`config.mk`:
```
export PLATFORM = sky130hd
export DESIGN_NAME = mw_cook_sequencer
export DESIGN_NICKNAME = d
export VERILOG_FILES = /design/src/rtl/mw_cook_sequencer.sv
export SDC_FILE = /design/constraint.sdc
export NUM_CORES = 1
export LEC_CHECK = 0
export BUFFER_PORTS_ARGS = -buffer_cell sky130_fd_sc_hd__buf_2
export CORE_MARGIN = 2
export CORE_UTILIZATION = 55
export DETAILED_ROUTE_END_ITERATION = 16
export PLACE_DENSITY = 0.86
export SLEW_MARGIN = 0
export SYNTH_ARGS = -nofsm -noshare
export SYNTH_HDL_FRONTEND = slang
export SYNTH_SLANG_ARGS = --single-unit
```
`constraint.sdc`:
```
create_clock -name clk -period 2.8 [get_ports clk]
set_input_delay 0 -clock clk [delete_from_list [all_inputs] [get_ports clk]]
set_output_delay 0 -clock clk [all_outputs]
set_load 0.02 [all_outputs]
```
`src/rtl/mw_cook_sequencer.sv`:
```
// Microwave cook sequencer: keypad/button edge detection, cook FSM, 1 Hz prescaler
// and done-hold timer. All outputs are registered next to the state register.
module mw_cook_sequencer #(
    parameter int TICK_DIV    = 100,
    parameter int DONE_CYCLES = 200
) (
    input  logic       clk,
    input  logic       rst,
    input  logic [9:0] kbd,
    input  logic       startn,
    input  logic       stopn,
    input  logic       clearn,
    input  logic       door_closed,
    input  logic       time_zero,
    output logic       shift_en,
    output logic [3:0] shift_digit,
    output logic       dec_en,
    output logic       clr_en,
    output logic       mag_on,
    output logic       done,
    output logic [2:0] state
);

    localparam int PW = (TICK_DIV > 1) ? $clog2(TICK_DIV) : 1;
    localparam int DW = (DONE_CYCLES > 1) ? $clog2(DONE_CYCLES) : 1;

    localparam logic [2:0] S_IDLE  = 3'd0;
    localparam logic [2:0] S_SET   = 3'd1;
    localparam logic [2:0] S_COOK  = 3'd2;
    localparam logic [2:0] S_PAUSE = 3'd3;
    localparam logic [2:0] S_DONE  = 3'd4;

    logic [9:0]    r_kbd_q;
    logic          r_startn_q;
    logic          r_stopn_q;
    logic [2:0]    r_state;
    logic [1:0]    r_digit_cnt;
    logic [PW-1:0] r_presc;
    logic [DW-1:0] r_done_cnt;
    logic          r_shift_en;
    logic [3:0]    r_shift_digit;
    logic          r_dec_en;
    logic          r_clr_en;
    logic          r_mag_on;
    logic          r_done;

    logic          w_onehot;
    logic          w_key;
    logic          w_start;
    logic          w_stop;
    logic          w_can_cook;
    logic [3:0]    w_digit;
    logic [2:0]    w_nstate;
    logic [1:0]    w_ncnt;
    logic [PW-1:0] w_npresc;
    logic [DW-1:0] w_ndone_cnt;
    logic          w_nshift;
    logic          w_ndec;
    logic          w_nclr;

    // Multi-bit keypad patterns never count as a press.
    assign w_onehot   = (kbd != '0) && ((kbd & (kbd - 10'd1)) == '0);
    assign w_key      = w_onehot && (r_kbd_q == '0);
    assign w_start    = r_startn_q & ~startn;
    assign w_stop     = r_stopn_q & ~stopn;
    assign w_can_cook = door_closed & ~time_zero;

    always_comb begin
        w_digit = '0;
        for (int unsigned i = 0; i < 10; i++) begin
            if (kbd[i]) w_digit = 4'(i);
        end
    end

    always_comb begin
        w_nstate    = r_state;
        w_ncnt      = r_digit_cnt;
        w_npresc    = '0;
        w_ndone_cnt = '0;
        w_nshift    = 1'b0;
        w_ndec      = 1'b0;
        w_nclr      = 1'b0;
        if (!clearn) begin
            w_nstate = S_IDLE;
            w_nclr   = 1'b1;
            w_ncnt   = '0;
        end else begin
            case (r_state)
                S_IDLE: begin
                    if (w_key) begin
                        w_nstate = S_SET;
                        w_nshift = 1'b1;
                        w_ncnt   = 2'd1;
                    end
                end
                S_SET: begin
                    if (w_stop) begin
                        w_nstate = S_IDLE;
                        w_nclr   = 1'b1;
                        w_ncnt   = '0;
                    end else if (w_start && w_can_cook) begin
                        w_nstate = S_COOK;
                    end else if (w_key && r_digit_cnt < 2'd3) begin
                        w_nshift = 1'b1;
                        w_ncnt   = r_digit_cnt + 2'd1;
                    end
                end
                S_COOK: begin
                    if (!door_closed || w_stop) begin
                        w_nstate = S_PAUSE;
                    end else if (time_zero) begin
                        w_nstate = S_DONE;
                    end else if (r_presc == PW'(TICK_DIV - 1)) begin
                        w_ndec = 1'b1;
                    end else begin
                        w_npresc = r_presc + PW'(1);
                    end
                end
                S_PAUSE: begin
                    if (w_stop) begin
                        w_nstate = S_IDLE;
                        w_nclr   = 1'b1;
                        w_ncnt   = '0;
                    end else if (w_start && w_can_cook) begin
                        w_nstate = S_COOK;
                    end
                end
                S_DONE: begin
                    if (r_done_cnt == DW'(DONE_CYCLES - 1)) begin
                        w_nstate = S_IDLE;
                        w_ncnt   = '0;
                    end else begin
                        w_ndone_cnt = r_done_cnt + DW'(1);
                    end
                end
                default: w_nstate = S_IDLE;
            endcase
        end
    end

    always_ff @(posedge clk or posedge rst) begin
        if (rst) begin
            r_kbd_q       <= '0;
            r_startn_q    <= 1'b1;
            r_stopn_q     <= 1'b1;
            r_state       <= S_IDLE;
            r_digit_cnt   <= '0;
            r_presc       <= '0;
            r_done_cnt    <= '0;
            r_shift_en    <= 1'b0;
            r_shift_digit <= '0;
            r_dec_en      <= 1'b0;
            r_clr_en      <= 1'b0;
            r_mag_on      <= 1'b0;
            r_done        <= 1'b0;
        end else begin
            r_kbd_q       <= kbd;
            r_startn_q    <= startn;
            r_stopn_q     <= stopn;
            r_state       <= w_nstate;
            r_digit_cnt   <= w_ncnt;
            r_presc       <= w_npresc;
            r_done_cnt    <= w_ndone_cnt;
            r_shift_en    <= w_nshift;
            r_shift_digit <= w_nshift ? w_digit : r_shift_digit;
            r_dec_en      <= w_ndec;
            r_clr_en      <= w_nclr;
            r_mag_on      <= (w_nstate == S_COOK);
            r_done        <= (w_nstate == S_DONE);
        end
    end

    assign shift_en    = r_shift_en;
    assign shift_digit = r_shift_digit;
    assign dec_en      = r_dec_en;
    assign clr_en      = r_clr_en;
    assign mag_on      = r_mag_on;
    assign done        = r_done;
    assign state       = r_state;

endmodule

```
==> flow_summary.html <==
<table>
<tr><th>Metric</th><th>Value</th></tr>
<tr><th colspan="2">Cells and area</th></tr>
<tr><td>Final standard cell utilization of the core</td><td>~70%</td></tr>
<tr><td>Fraction of layout instances using a drive strength above 1</td><td>roughly a fifth</td></tr>
<tr><td>Layout overhead on the synthesized area</td><td>22.6%</td></tr>
<tr><td>Final std cell area, no fill</td><td>~2300 µm²</td></tr>
<tr><td>Non-filler cells, final</td><td>272</td></tr>
<tr><td>Nets</td><td>245</td></tr>
<tr><td>Diode insertion count for antenna repair</td><td>0</td></tr>
<tr><th colspan="2">Hold path</th></tr>
<tr><td>Worst hold path stage count</td><td>2</td></tr>
<tr><td>Worst Hold Endpoint</td><td>r_stopn_q</td></tr>
<tr><td>Type of the most critical hold path</td><td>primary input to flop</td></tr>
<tr><td>Start point of the worst hold path</td><td>stopn</td></tr>
<tr><th colspan="2">Critical path</th></tr>
<tr><td>Kind of critical path</td><td>flop to flop</td></tr>
<tr><td>Element type at the critical path end</td><td>flop</td></tr>
<tr><td>RR Endpoint</td><td>r_digit_cnt[1]</td></tr>
<tr><td>Arrival @ worst endpoint</td><td>2.57 ns</td></tr>
<tr><td>Logic depth of the worst register-to-register path</td><td>6</td></tr>
<tr><td>Crit Reg-Reg Startpoint</td><td>r_kbd_q[3]</td></tr>
<tr><td>Setup slack on the worst flop-to-flop path</td><td>0.48 ns</td></tr>
<tr><td>Peak fanout along the critical path</td><td>4</td></tr>
<tr><td>Required time at the endpoint of the critical path</td><td>about 3.1 ns</td></tr>
<tr><td>CP Launch Type</td><td>flop</td></tr>
<tr><th colspan="2">Detailed routing</th></tr>
<tr><td>Routed via count</td><td>around 1500</td></tr>
<tr><td>Mean routed wirelength per cell</td><td>13.5 µm</td></tr>
<tr><td>Total Routed Length</td><td>~3.7 mm</td></tr>
<tr><td>Routed length on met2</td><td>~1.8 mm</td></tr>
<tr><td>Detailed-route DRC error count</td><td>0</td></tr>
<tr><td>Via-to-Cell Ratio</td><td>5.47</td></tr>
<tr><td>Post-Route M1 WL</td><td>about 1.7 mm</td></tr>
<tr><td>Initial drt markers</td><td>68</td></tr>
<tr><td>Router iterations before antenna repair</td><td>4</td></tr>
<tr><td>Uppermost layer routed</td><td>met4</td></tr>
<tr><td>Antenna Nets Post-Route</td><td>0</td></tr>
<tr><td>Total met3 wirelength after detailed routing</td><td>approximately 130 µm</td></tr>
<tr><th colspan="2">Floorplan</th></tr>
<tr><td>Top-Level Pins</td><td>29</td></tr>
<tr><td>Starting Density</td><td>56.8%</td></tr>
<tr><td>Site row count</td><td>21</td></tr>
<tr><td>Core Box Area</td><td>about 3300 µm²</td></tr>
<tr><td>Die X</td><td>around 62 µm</td></tr>
<tr><td>Vertical die dimension</td><td>approximately 62 µm</td></tr>
<tr><td>DIE AREA</td><td>approximately 3900 µm²</td></tr>
<tr><th colspan="2">Synth</th></tr>
<tr><td>Most frequently used cell type in the post-synthesis netlist</td><td>dfrtp_1</td></tr>
<tr><td>Cells after Synth</td><td>173</td></tr>
<tr><td>Synth async-reset ratio</td><td>100%</td></tr>
<tr><td>Share of the synthesized area in the top cell type</td><td>52.3%</td></tr>
<tr><td>Number of warnings printed during yosys synthesis</td><td>0</td></tr>
<tr><td>Mapped Avg Cell Area</td><td>~11 µm²</td></tr>
<tr><td>Top area cells in the synthesized netlist</td><td>dfrtp_1 (52%), nor2_1 (4.0%), nand3_1 (3.2%)</td></tr>
<tr><td>Largest area contributor in the netlist</td><td>dfrtp_1</td></tr>
<tr><td>Number of storage elements in the synthesis netlist</td><td>41</td></tr>
<tr><td>Post-synth cell types</td><td>41</td></tr>
<tr><td>Nets in the synthesized netlist</td><td>between 150 and 200</td></tr>
<tr><td>Sequential-to-total area share from yosys stat</td><td>a little under three fifths</td></tr>
<tr><td>Cell area after technology mapping</td><td>1870 µm²</td></tr>
<tr><td>Most used flip-flop cell after synthesis</td><td>dfrtp_1</td></tr>
<tr><td>EDFF count, synth</td><td>0</td></tr>
<tr><td>Commonest cells in the synthesized netlist</td><td>dfrtp_1 (39), nor2_1 (20), nand2_1 (12), nand3_1 (12), a21oi_1 (10)</td></tr>
<tr><th colspan="2">Placed design</th></tr>
<tr><td>Cell Count Post-Placement</td><td>~250</td></tr>
<tr><td>Total half-perimeter wirelength after legalization and detailed placement</td><td>2.53 mm</td></tr>
<tr><td>GPL Wtd Cong</td><td>roughly 0.89</td></tr>
<tr><td>Placement Cell Area</td><td>2070 µm²</td></tr>
<tr><td># port buffers</td><td>28</td></tr>
<tr><td>Worst-case setup slack after placement</td><td>~0.49 ns</td></tr>
<tr><th colspan="2">Global route</th></tr>
<tr><td>Pin count of the biggest net entering global routing</td><td>42</td></tr>
<tr><td>Via count of the first global-routing pass</td><td>1507</td></tr>
<tr><td>Aggregate global-route resource usage</td><td>20.7%</td></tr>
<tr><td>Antenna violations before repair</td><td>0</td></tr>
<tr><td>Aggregate global routing overflow</td><td>0</td></tr>
<tr><td>First-pass GRT wire length</td><td>roughly 6.3 mm</td></tr>
<tr><th colspan="2">Clocking</th></tr>
<tr><td>Insertion delay to the later sink of the worst-skew pair</td><td>about 0.36 ns</td></tr>
<tr><td>Root buffer selected by CTS</td><td>clkbuf_4</td></tr>
<tr><td>Clock sinks</td><td>slightly above 40</td></tr>
<tr><td>Resized cells post-CTS</td><td>0</td></tr>
<tr><td>Number of buffers on the longest clock path</td><td>2</td></tr>
<tr><td>Num CTS Buffers</td><td>5</td></tr>
<tr><td>CTS tree</td><td>yes</td></tr>
<tr><td>H-tree lvl count</td><td>2</td></tr>
<tr><td>Post-CTS clock slew at the launch and capture registers of the worst setup and hold paths</td><td>~0.11 ns</td></tr>
<tr><th colspan="2">STA</th></tr>
<tr><td>Min Hold Slack</td><td>roughly 0.29 ns</td></tr>
<tr><td>Max-slew violation count</td><td>0</td></tr>
<tr><td>Worst Tran Pin Value</td><td>around 0.65 ns</td></tr>
<tr><td>RSZ-0062 raised after global routing</td><td>no</td></tr>
<tr><td>Final setup skew</td><td>about 0.0049 ns</td></tr>
<tr><td>Shortest clock period the worst path allows after layout</td><td>approximately 2.3 ns</td></tr>
<tr><td>Achievable frequency</td><td>around 430 MHz</td></tr>
<tr><td>Fin. Hold Viols</td><td>0</td></tr>
<tr><td>Post-route setup TNS</td><td>0 ns</td></tr>
<tr><td>Final Setup Violations</td><td>0</td></tr>
<tr><td>Normalized max-slew margin</td><td>56.3%</td></tr>
<tr><td>Setup slack of the critical path after layout</td><td>roughly 0.48 ns</td></tr>
<tr><td>Tcrit/Tclk final</td><td>82.9%</td></tr>
<tr><th colspan="2">Power and ir drop</th></tr>
<tr><td>Total power divided by cell area</td><td>approximately 420 nW/µm²</td></tr>
<tr><td>Total Power</td><td>0.971 mW</td></tr>
<tr><td>Leakage power</td><td>1.05 nW</td></tr>
<tr><td>Worst-case vdd ir drop</td><td>~0.30 mV</td></tr>
<tr><th colspan="2">Run status</th></tr>
<tr><td>Result of the run</td><td>completed</td></tr>
<tr><th colspan="2">Run</th></tr>
<tr><td>Max Cap Viol</td><td>0</td></tr>
</table>
critical path, cell delays in order (launching register included):
cell,delay (ns)
dfrtp_1,0.37
or4_1,0.56
a2111oi_4,0.20
o2111a_2,0.30
a211oi_2,0.08
nor4_2,0.35
mux2_1,0.35
worst max-delay path by stage:
| stage | start | end | slack [ns] | depth (start not counted) |
|---|---|---|---|---|
| final | r_kbd_q[3] | r_digit_cnt[1] | 0.48 | 6 |
| after global routing | kbd[4] | r_digit_cnt[1] | 0.28 | 8 |
| after CTS | r_kbd_q[3] | r_digit_cnt[1] | 0.47 | 6 |
| after detailed placement | r_kbd_q[3] | r_digit_cnt[1] | 0.49 | 6 |
| after global placement | r_kbd_q[3] | r_digit_cnt[1] | 0.53 | 6 |
| after floorplan | r_kbd_q[3] | r_digit_cnt[0] | 0.59 | 6 |
layout make-up:
type / count / area [µm²]
well taps: 46 / 57.6
inverters: 7 / 26.3
clock inverters: 2 / 10.0
repair buffers: 46 / 318
multi-input cells: 124 / 806
clock buffers: 6 / 41.3
flip-flops and latches: 41 / 1030
fillers: 236 / 997
layer usage:
metal,GRT usage (%),up-vias
li1,-,729
met1,25.2,710
met2,34.1,39
met3,3.99,9
met4,13.1,0
met5,0,-
power breakdown:
group | switching, mW | total [mW] | internal, mW
combinational | 0.0452 | 0.0826 | 0.0374
sequential | 0.00412 | 0.608 | 0.604
clock | 0.185 | 0.281 | 0.0956
placed cells by master (no fill, tap or decap), drive strengths merged, types with 4 or more instances in the layout:
master	n
and2	4
nand2	12
dlygate4sd3	17
xor2	6
a21oi	10
buf	29
xnor2	5
nor2	20
nor3	5
clkbuf	6
o21ai	6
inv	7
dfrtp	39
nor4	4
nand3	12
state kept, by name, indices dropped and copies added, names as in the netlist:
| register | count |
|---|---|
| r_kbd_q | 10 |
| r_done_cnt | 8 |
| r_presc | 7 |
| shift_digit | 4 |
| state | 3 |
| r_digit_cnt | 2 |
| clr_en | 1 |
| dec_en | 1 |
| done | 1 |
| mag_on | 1 |
| r_startn_q | 1 |
| r_stopn_q | 1 |
| shift_en | 1 |
timing repair:
| action | in CTS | in global routing |
|---|---|---|
| hold buffers | 17 | 0 |
| buffers inserted | 0 | 0 |
| hold endpoints to repair | 59 | 0 |
cell families after synthesis:
kind of cell,share of synthesized area [%]
and+or+nand+nor,23.1
buffers and inverters,1.68
DFF,55.1
xor gates and xnor gates,5.16
AOI/OAI and AO/OA,10.6
muxes,1.81
adders and majority gates,2.55
No activity file was read; power rests on OpenSTA's default activity.
